===== config.mk =====
export PLATFORM = sky130hd
export DESIGN_NAME = rgmii_recv
export DESIGN_NICKNAME = d
export VERILOG_FILES = /design/src/rtl/rgmii_pkg.sv /design/src/rtl/rgmii_nibble_pack.sv /design/src/rtl/rgmii_recv.sv
export SDC_FILE = /design/constraint.sdc
export NUM_CORES = 1
export LEC_CHECK = 0
export ABC_CLOCK_PERIOD_IN_PS = 3200
export BUFFER_PORTS_ARGS = -buffer_cell sky130_fd_sc_hd__buf_2
export CAP_MARGIN = 0
export CORE_ASPECT_RATIO = 0.8
export CORE_MARGIN = 3
export CORE_UTILIZATION = 38
export CTS_CLUSTER_SIZE = 8
export DETAILED_ROUTE_END_ITERATION = 8
export MAX_ROUTING_LAYER = met4
export PLACE_DENSITY = 0.67
export SLEW_MARGIN = 10
export SYNTH_ARGS = -nofsm -noshare
export SYNTH_HDL_FRONTEND = slang
export SYNTH_SLANG_ARGS = --single-unit

===== constraint.sdc =====
create_clock -name clock -period 3.2 [get_ports clock]
set_input_delay 0.16 -clock clock [delete_from_list [all_inputs] [get_ports clock]]
set_output_delay 0.16 -clock clock [all_outputs]
set_load 0.05 [all_outputs]

===== src/rtl/rgmii_pkg.sv =====
// Shared RGMII definitions: framing bytes, gap length and the framer state encoding
// (the transmitter reuses the encoding for its own localparams).
package rgmii_pkg;

  localparam logic [7:0] PREAMBLE_BYTE = 8'h55;
  localparam logic [7:0] SFD_BYTE      = 8'hD5;
  localparam int unsigned MIN_IFG_BYTES = 12;

  typedef enum logic [1:0] {
    ST_IDLE     = 2'd0,
    ST_PREAMBLE = 2'd1,
    ST_DATA     = 2'd2,
    ST_DROP     = 2'd3
  } rgmii_state_e;

  function automatic logic [3:0] sat_inc4(input logic [3:0] v);
    return (v == 4'hF) ? v : v + 4'd1;
  endfunction

endpackage


===== src/rtl/rgmii_nibble_pack.sv =====
// Turns DDR (1G) or single-nibble (100M) RX input into registered byte strobes.
// In 100M mode every dv=0 cycle also strobes, so the framer sees the end of a frame.
module rgmii_nibble_pack (
  input  logic       clock,
  input  logic       reset_n,
  input  logic       speed_1g,
  input  logic [3:0] rx_data_h,
  input  logic [3:0] rx_data_l,
  input  logic       rx_ctl_h,
  input  logic       rx_ctl_l,
  output logic       byte_strobe,
  output logic [7:0] byte_data,
  output logic       byte_dv,
  output logic       byte_er,
  output logic       byte_odd
);

  logic [3:0] half_q, half_d;
  logic       half_er_q, half_er_d;
  logic       phase_q, phase_d;
  logic       strobe_q, strobe_d;
  logic [7:0] data_q, data_d;
  logic       dv_q, dv_d;
  logic       er_q, er_d;
  logic       odd_q, odd_d;
  logic       er_now_s;

  // Byte assembly; odd flags a dangling low nibble when dv falls in 100M.
  always_comb begin
    er_now_s  = rx_ctl_h ^ rx_ctl_l;
    half_d    = half_q;
    half_er_d = half_er_q;
    phase_d   = 1'b0;
    strobe_d  = 1'b0;
    data_d    = data_q;
    dv_d      = 1'b0;
    er_d      = 1'b0;
    odd_d     = 1'b0;
    if (speed_1g) begin
      strobe_d = 1'b1;
      data_d   = {rx_data_l, rx_data_h};
      dv_d     = rx_ctl_h;
      er_d     = er_now_s;
    end else if (!rx_ctl_h) begin
      strobe_d = 1'b1;
      er_d     = er_now_s;
      odd_d    = phase_q;
    end else if (phase_q) begin
      strobe_d = 1'b1;
      data_d   = {rx_data_h, half_q};
      dv_d     = 1'b1;
      er_d     = er_now_s | half_er_q;
    end else begin
      half_d    = rx_data_h;
      half_er_d = er_now_s;
      phase_d   = 1'b1;
    end
  end

  // State and output registers.
  always_ff @(posedge clock or negedge reset_n) begin
    if (!reset_n) begin
      half_q    <= 4'd0;
      half_er_q <= 1'b0;
      phase_q   <= 1'b0;
      strobe_q  <= 1'b0;
      data_q    <= 8'd0;
      dv_q      <= 1'b0;
      er_q      <= 1'b0;
      odd_q     <= 1'b0;
    end else begin
      half_q    <= half_d;
      half_er_q <= half_er_d;
      phase_q   <= phase_d;
      strobe_q  <= strobe_d;
      data_q    <= data_d;
      dv_q      <= dv_d;
      er_q      <= er_d;
      odd_q     <= odd_d;
    end
  end

  assign byte_strobe = strobe_q;
  assign byte_data   = data_q;
  assign byte_dv     = dv_q;
  assign byte_er     = er_q;
  assign byte_odd    = odd_q;

endmodule


===== src/rtl/rgmii_recv.sv =====
// RGMII receive framer: strips preamble/SFD, emits payload bytes and reports
// frame end with length and error status.
module rgmii_recv
  import rgmii_pkg::*;
#(
  parameter int unsigned MIN_PREAMBLE = 1,
  parameter int unsigned MAX_FRAME    = 1522
) (
  input  logic        clock,
  input  logic        reset_n,
  input  logic        speed_1Gbit,
  input  logic [3:0]  rx_data_h,
  input  logic [3:0]  rx_data_l,
  input  logic        rx_ctl_h,
  input  logic        rx_ctl_l,
  output logic [7:0]  data,
  output logic        data_valid,
  output logic        sof,
  output logic        eof,
  output logic [10:0] length,
  output logic        error,
  output logic        active
);

  localparam logic [10:0] MAX_LEN = 11'(MAX_FRAME);
  localparam logic [3:0]  MIN_PRE = 4'(MIN_PREAMBLE);

  rgmii_state_e state_q, state_d;
  logic         speed_q, speed_d;
  logic [3:0]   pre_cnt_q, pre_cnt_d;
  logic [10:0]  len_q, len_d;
  logic         err_q, err_d;
  logic [7:0]   data_q, data_d;
  logic         data_valid_q, data_valid_d;
  logic         sof_q, sof_d;
  logic         eof_q, eof_d;
  logic [10:0]  length_q, length_d;
  logic         error_q, error_d;
  logic         active_q, active_d;
  logic         speed_eff_s;
  logic         bs_s, bdv_s, ber_s, bodd_s;
  logic [7:0]   bd_s;

  // Speed follows the pin only while idle; a frame keeps the speed it started with.
  assign speed_eff_s = (state_q == ST_IDLE) ? speed_1Gbit : speed_q;

  rgmii_nibble_pack u_pack (
    .clock       (clock),
    .reset_n     (reset_n),
    .speed_1g    (speed_eff_s),
    .rx_data_h   (rx_data_h),
    .rx_data_l   (rx_data_l),
    .rx_ctl_h    (rx_ctl_h),
    .rx_ctl_l    (rx_ctl_l),
    .byte_strobe (bs_s),
    .byte_data   (bd_s),
    .byte_dv     (bdv_s),
    .byte_er     (ber_s),
    .byte_odd    (bodd_s)
  );

  // Framer next-state and output decode.
  always_comb begin
    state_d      = state_q;
    speed_d      = speed_q;
    pre_cnt_d    = pre_cnt_q;
    len_d        = len_q;
    err_d        = err_q;
    data_d       = data_q;
    data_valid_d = 1'b0;
    sof_d        = 1'b0;
    eof_d        = 1'b0;
    length_d     = length_q;
    error_d      = error_q;
    active_d     = active_q;
    case (state_q)
      ST_IDLE: begin
        speed_d = speed_1Gbit;
        if (bs_s && bdv_s && (bd_s == PREAMBLE_BYTE)) begin
          state_d   = ST_PREAMBLE;
          pre_cnt_d = 4'd1;
        end else if (bs_s && bdv_s && !speed_q && (bd_s[3:0] == PREAMBLE_BYTE[3:0])) begin
          // 100M: a 0x5 first nibble commits to a preamble, so a bad second nibble drops
          state_d = ST_DROP;
        end else begin
          state_d = ST_IDLE;
        end
      end
      ST_PREAMBLE: begin
        if (!bs_s) begin
          state_d = ST_PREAMBLE;
        end else if (!bdv_s) begin
          state_d = ST_IDLE;
        end else if (bd_s == PREAMBLE_BYTE) begin
          pre_cnt_d = sat_inc4(pre_cnt_q);
        end else if ((bd_s == SFD_BYTE) && (pre_cnt_q >= MIN_PRE)) begin
          state_d  = ST_DATA;
          active_d = 1'b1;
          len_d    = 11'd0;
          err_d    = 1'b0;
        end else begin
          state_d = ST_DROP;
        end
      end
      ST_DATA: begin
        if (!bs_s) begin
          state_d = ST_DATA;
        end else if (!bdv_s) begin
          eof_d    = 1'b1;
          length_d = len_q;
          error_d  = err_q | bodd_s | (len_q == 11'd0);
          active_d = 1'b0;
          state_d  = ST_IDLE;
        end else if (len_q < MAX_LEN) begin
          data_valid_d = 1'b1;
          data_d       = bd_s;
          sof_d        = (len_q == 11'd0);
          len_d        = len_q + 11'd1;
          err_d        = err_q | ber_s;
        end else begin
          err_d = 1'b1;
        end
      end
      ST_DROP: begin
        if (bs_s && !bdv_s) begin
          state_d = ST_IDLE;
        end else begin
          state_d = ST_DROP;
        end
      end
      default: begin
        state_d = ST_IDLE;
      end
    endcase
  end

  // Framer state, counters and registered outputs.
  always_ff @(posedge clock or negedge reset_n) begin
    if (!reset_n) begin
      state_q      <= ST_IDLE;
      speed_q      <= 1'b0;
      pre_cnt_q    <= 4'd0;
      len_q        <= 11'd0;
      err_q        <= 1'b0;
      data_q       <= 8'd0;
      data_valid_q <= 1'b0;
      sof_q        <= 1'b0;
      eof_q        <= 1'b0;
      length_q     <= 11'd0;
      error_q      <= 1'b0;
      active_q     <= 1'b0;
    end else begin
      state_q      <= state_d;
      speed_q      <= speed_d;
      pre_cnt_q    <= pre_cnt_d;
      len_q        <= len_d;
      err_q        <= err_d;
      data_q       <= data_d;
      data_valid_q <= data_valid_d;
      sof_q        <= sof_d;
      eof_q        <= eof_d;
      length_q     <= length_d;
      error_q      <= error_d;
      active_q     <= active_d;
    end
  end

  assign data       = data_q;
  assign data_valid = data_valid_q;
  assign sof        = sof_q;
  assign eof        = eof_q;
  assign length     = length_q;
  assign error      = error_q;
  assign active     = active_q;

endmodule


==> metrics.md <==
| Metric | Value |
|---|---|
| Count of state elements after synthesis | `61` |
| Per-cell via count in the routed design | `5.38` |
| Number of global-route vias before repair | `1935` |
| Worst endpoint required time | `3470 ps` |
| Grt ovf | `0` |
| Ordered cell list for the critical path | `inv_1, ha_1, or4b_4, nand4_4, or4b_1, nand2_1` |
| Layout fillers | `640` |
| Routability Congestion | `0.881` |
| Most frequent standard cell in the layout excluding fill and tap cells | `sky130_fd_sc_hd__dfrtp_1` |
| Peak clock frequency supported by timing | `495 MHz` |
| Area occupied by multi-input gates | `1240 sq um` |
| Number of antenna violations at the first check in global routing | `0` |
| Count of final max-slew check failures | `0` |
| Final nets | `304` |
| Skew-Pair Late Insertion Delay | `330 ps` |
| Max VDD drop | `0.171 mV` |
| Hold Vio Cnt, Final | `0` |
| Post-detailed-route wirelength per cell | `14.7 um` |
| Number of DRC markers in iteration 0 | `261` |
| Area added between synthesis and finish | `17.2%` |
| Core area | `7090 sq um` |
| Global-route wire length before repair | `9.50 mm` |
| Share of layout cells above drive strength 1 | `30.9%` |
| Unrepaired setup endpoints after global routing | `false` |
| Worst-Margin Slew | `1050 ps` |
| Clock tree skew after final layout | `3.07 ps` |
| Clock H-tree levels | `3` |
| Length in cells of the worst reg-to-reg path | `6` |
| Vias after detailed routing | `2033` |
| Horizontal die dimension | `103 um` |
| Final Util | `47.1%` |
| Distinct cells, synth | `47` |
| Number of resized instances in the post-cts repair step | `0` |
| Routed wire length | `5.57 mm` |
| Seq/Total Area, Yosys | `53.6%` |
| # DRC | `0` |
| Final worst path period need | `2020 ps` |
| Number of antenna diodes | `0` |
| Crit path DAT | `2290 ps` |
| Leakage power of the design | `0.00175 uW` |
| Worst r2r src | `pre_cnt_q[0]` |
| Total setup buffers inserted after CTS | `0` |
| Type of the tightest min-delay check | `in -> async` |
| Warnings, synthesis | `0` |
| Ports placed on the boundary | `37` |
| Cell at the root of the clock tree | `sky130_fd_sc_hd__clkbuf_8` |
| Critical Path Slowest Stage Cell | `sky130_fd_sc_hd__or4b_4` |
| Antenna-violating nets left | `0` |
| Setup violations, final | `0` |
| Run status | `finished clean` |
| Pin count of the biggest net entering global routing | `50` |
| Slew headroom | `29.7%` |
| Worst setup SP type | `register` |
| WHS | `28.3 ps` |
| TritonCTS clock tree | `built` |
| Post-route clock period utilization | `63.2%` |
| Reg clk slew, reported paths | `60 ps` |
| Hold_buf cts | `0` |
| Max-Cap Viols | `0` |
| Overall global routing resource usage | `14.5%` |
| Worst flop-to-flop path endpoint | `len_q[7]` |
| Power per cell area | `583 nW/um^2` |
| Area of all sequential standard cells | `1530 sq um` |
| Instance count of the mapped netlist | `245` |
| Total clock sinks | `61` |
| Total half-perimeter wirelength after legalization and detailed placement | `4.06 mm` |
| Vertical die dimension | `83.5 um` |
| Critical path class | `reg -> reg` |
| Max FO, Critical Path | `19` |
| Post-synth ARST share | `100%` |
| Commonest non-fill, non-tap cells in the layout | `sky130_fd_sc_hd__dfrtp_1, sky130_fd_sc_hd__buf_2, sky130_fd_sc_hd__mux2_2, sky130_fd_sc_hd__nand2_1, sky130_fd_sc_hd__mux2i_1` |
| Number of optimization iterations in the first detailed-route pass | `4` |
| Finished layout cell area | `3340 sq um` |
| Number of enable-type register cells in the synthesized netlist | `0` |
| Standard cell area after detailed placement | `3130 sq um` |
| Core Rows | `27` |
| Slowest cell delay on critical path | `490 ps` |
| Primary flip-flop cell chosen by synthesis mapping | `sky130_fd_sc_hd__dfrtp_1` |
| Total Die Area | `8580 sq um` |
| Number of buffers between clock root and the deepest sink | `2` |
| Port Buf Inserts | `36` |
| Crit end category | `register` |
| Post-synthesis instance area | `2850 sq um` |
| Setup slack on the worst flop-to-flop path | `1180 ps` |
| Number of buffers created by CTS | `9` |
| Setup Total Neg Slack | `0 ps` |
| Net Count, Synth | `263` |
| Starting density of the core | `40.2%` |
| Avg Cell Area, Syn | `11.6 sq um` |
area by class of cell:
cell class / instances / share of cell area, %
inverters: 15 / 1.69
clock inverters: 4 / 1.35
clock buffers: 12 / 4.94
repair buffers: 39 / 6.07
multi-input cells: 160 / 37.0
well taps: 87 / 3.26
flip-flops and latches: 61 / 45.7
registers in the layout, indices dropped and copies added (netlist names), 2 cells and up:
register,flops
data,8
len_q,11
u_pack.half_q,4
u_pack.byte_data,8
pre_cnt_q,4
length,11
state_q,2
cells in the mapped netlist, drive strengths merged (4+ instances only):
cell type | number | area share, %
buf | 8 | 1.5
nor2 | 15 | 2.0
nand4 | 5 | 1.8
o21ai | 4 | 0.70
inv | 15 | 2.0
nor4 | 4 | 0.88
mux2i | 17 | 6.0
a21oi | 13 | 2.3
a31oi | 5 | 1.1
nand3 | 8 | 1.4
dfrtp | 61 | 54
ha | 5 | 2.2
mux2 | 23 | 9.1
nand2 | 19 | 2.5
cells by family after synthesis:
family / share of synthesized area (%)
AO/OA/AOI/OAI: 7.95
adder cells (fa/ha/maj): 2.19
buffers and inverters: 3.60
flip-flops: 53.6
multiplexers: 15.1
AND/OR/NAND/NOR: 17.6
worst max-delay path: cells and delay by family (launching register included):
family	cells	cell delay [ps]
and+or+nand+nor	4	1270
DFF	1	430
adders and majority gates	1	150
buffers and inverters	1	90
routing by layer:
layer  vias up  share of wire (%)  track usage, %
li1        975                  -               -
met4         0                1.5            6.71
met3        10                4.2            3.01
met5         -                  0               -
met2        50                 44            19.8
met1       998                 50            20.7
metrics by stage:
stage / total power (uW) / setup slack, ps / instances
2_1_floorplan: 1160 / 1400 / 245
3_3_place_gp: 1250 / 1250 / 362
3_5_place_dp: 1260 / 1200 / 362
4_1_cts: 1970 / 1180 / 378
5_1_grt: 2040 / 1090 / 378
6_report: 1950 / 1180 / 378
how the worst max path moves through the flow:
stage / startpoint / end / slack [ps]
floorplan: pre_cnt_q[0] / len_q[5] / 1400
global placement: pre_cnt_q[0] / len_q[7] / 1250
detailed placement: pre_cnt_q[0] / len_q[7] / 1200
CTS: pre_cnt_q[0] / len_q[7] / 1180
global route: state_q[0] / data[6] / 1090
finish: pre_cnt_q[0] / len_q[7] / 1180
where the power goes:
group	switching [uW]	internal [uW]
Combinational	220	113
Clock	285	419
Sequential	64.4	848
Total	569	1380
Power figures use the tool's default switching activity.
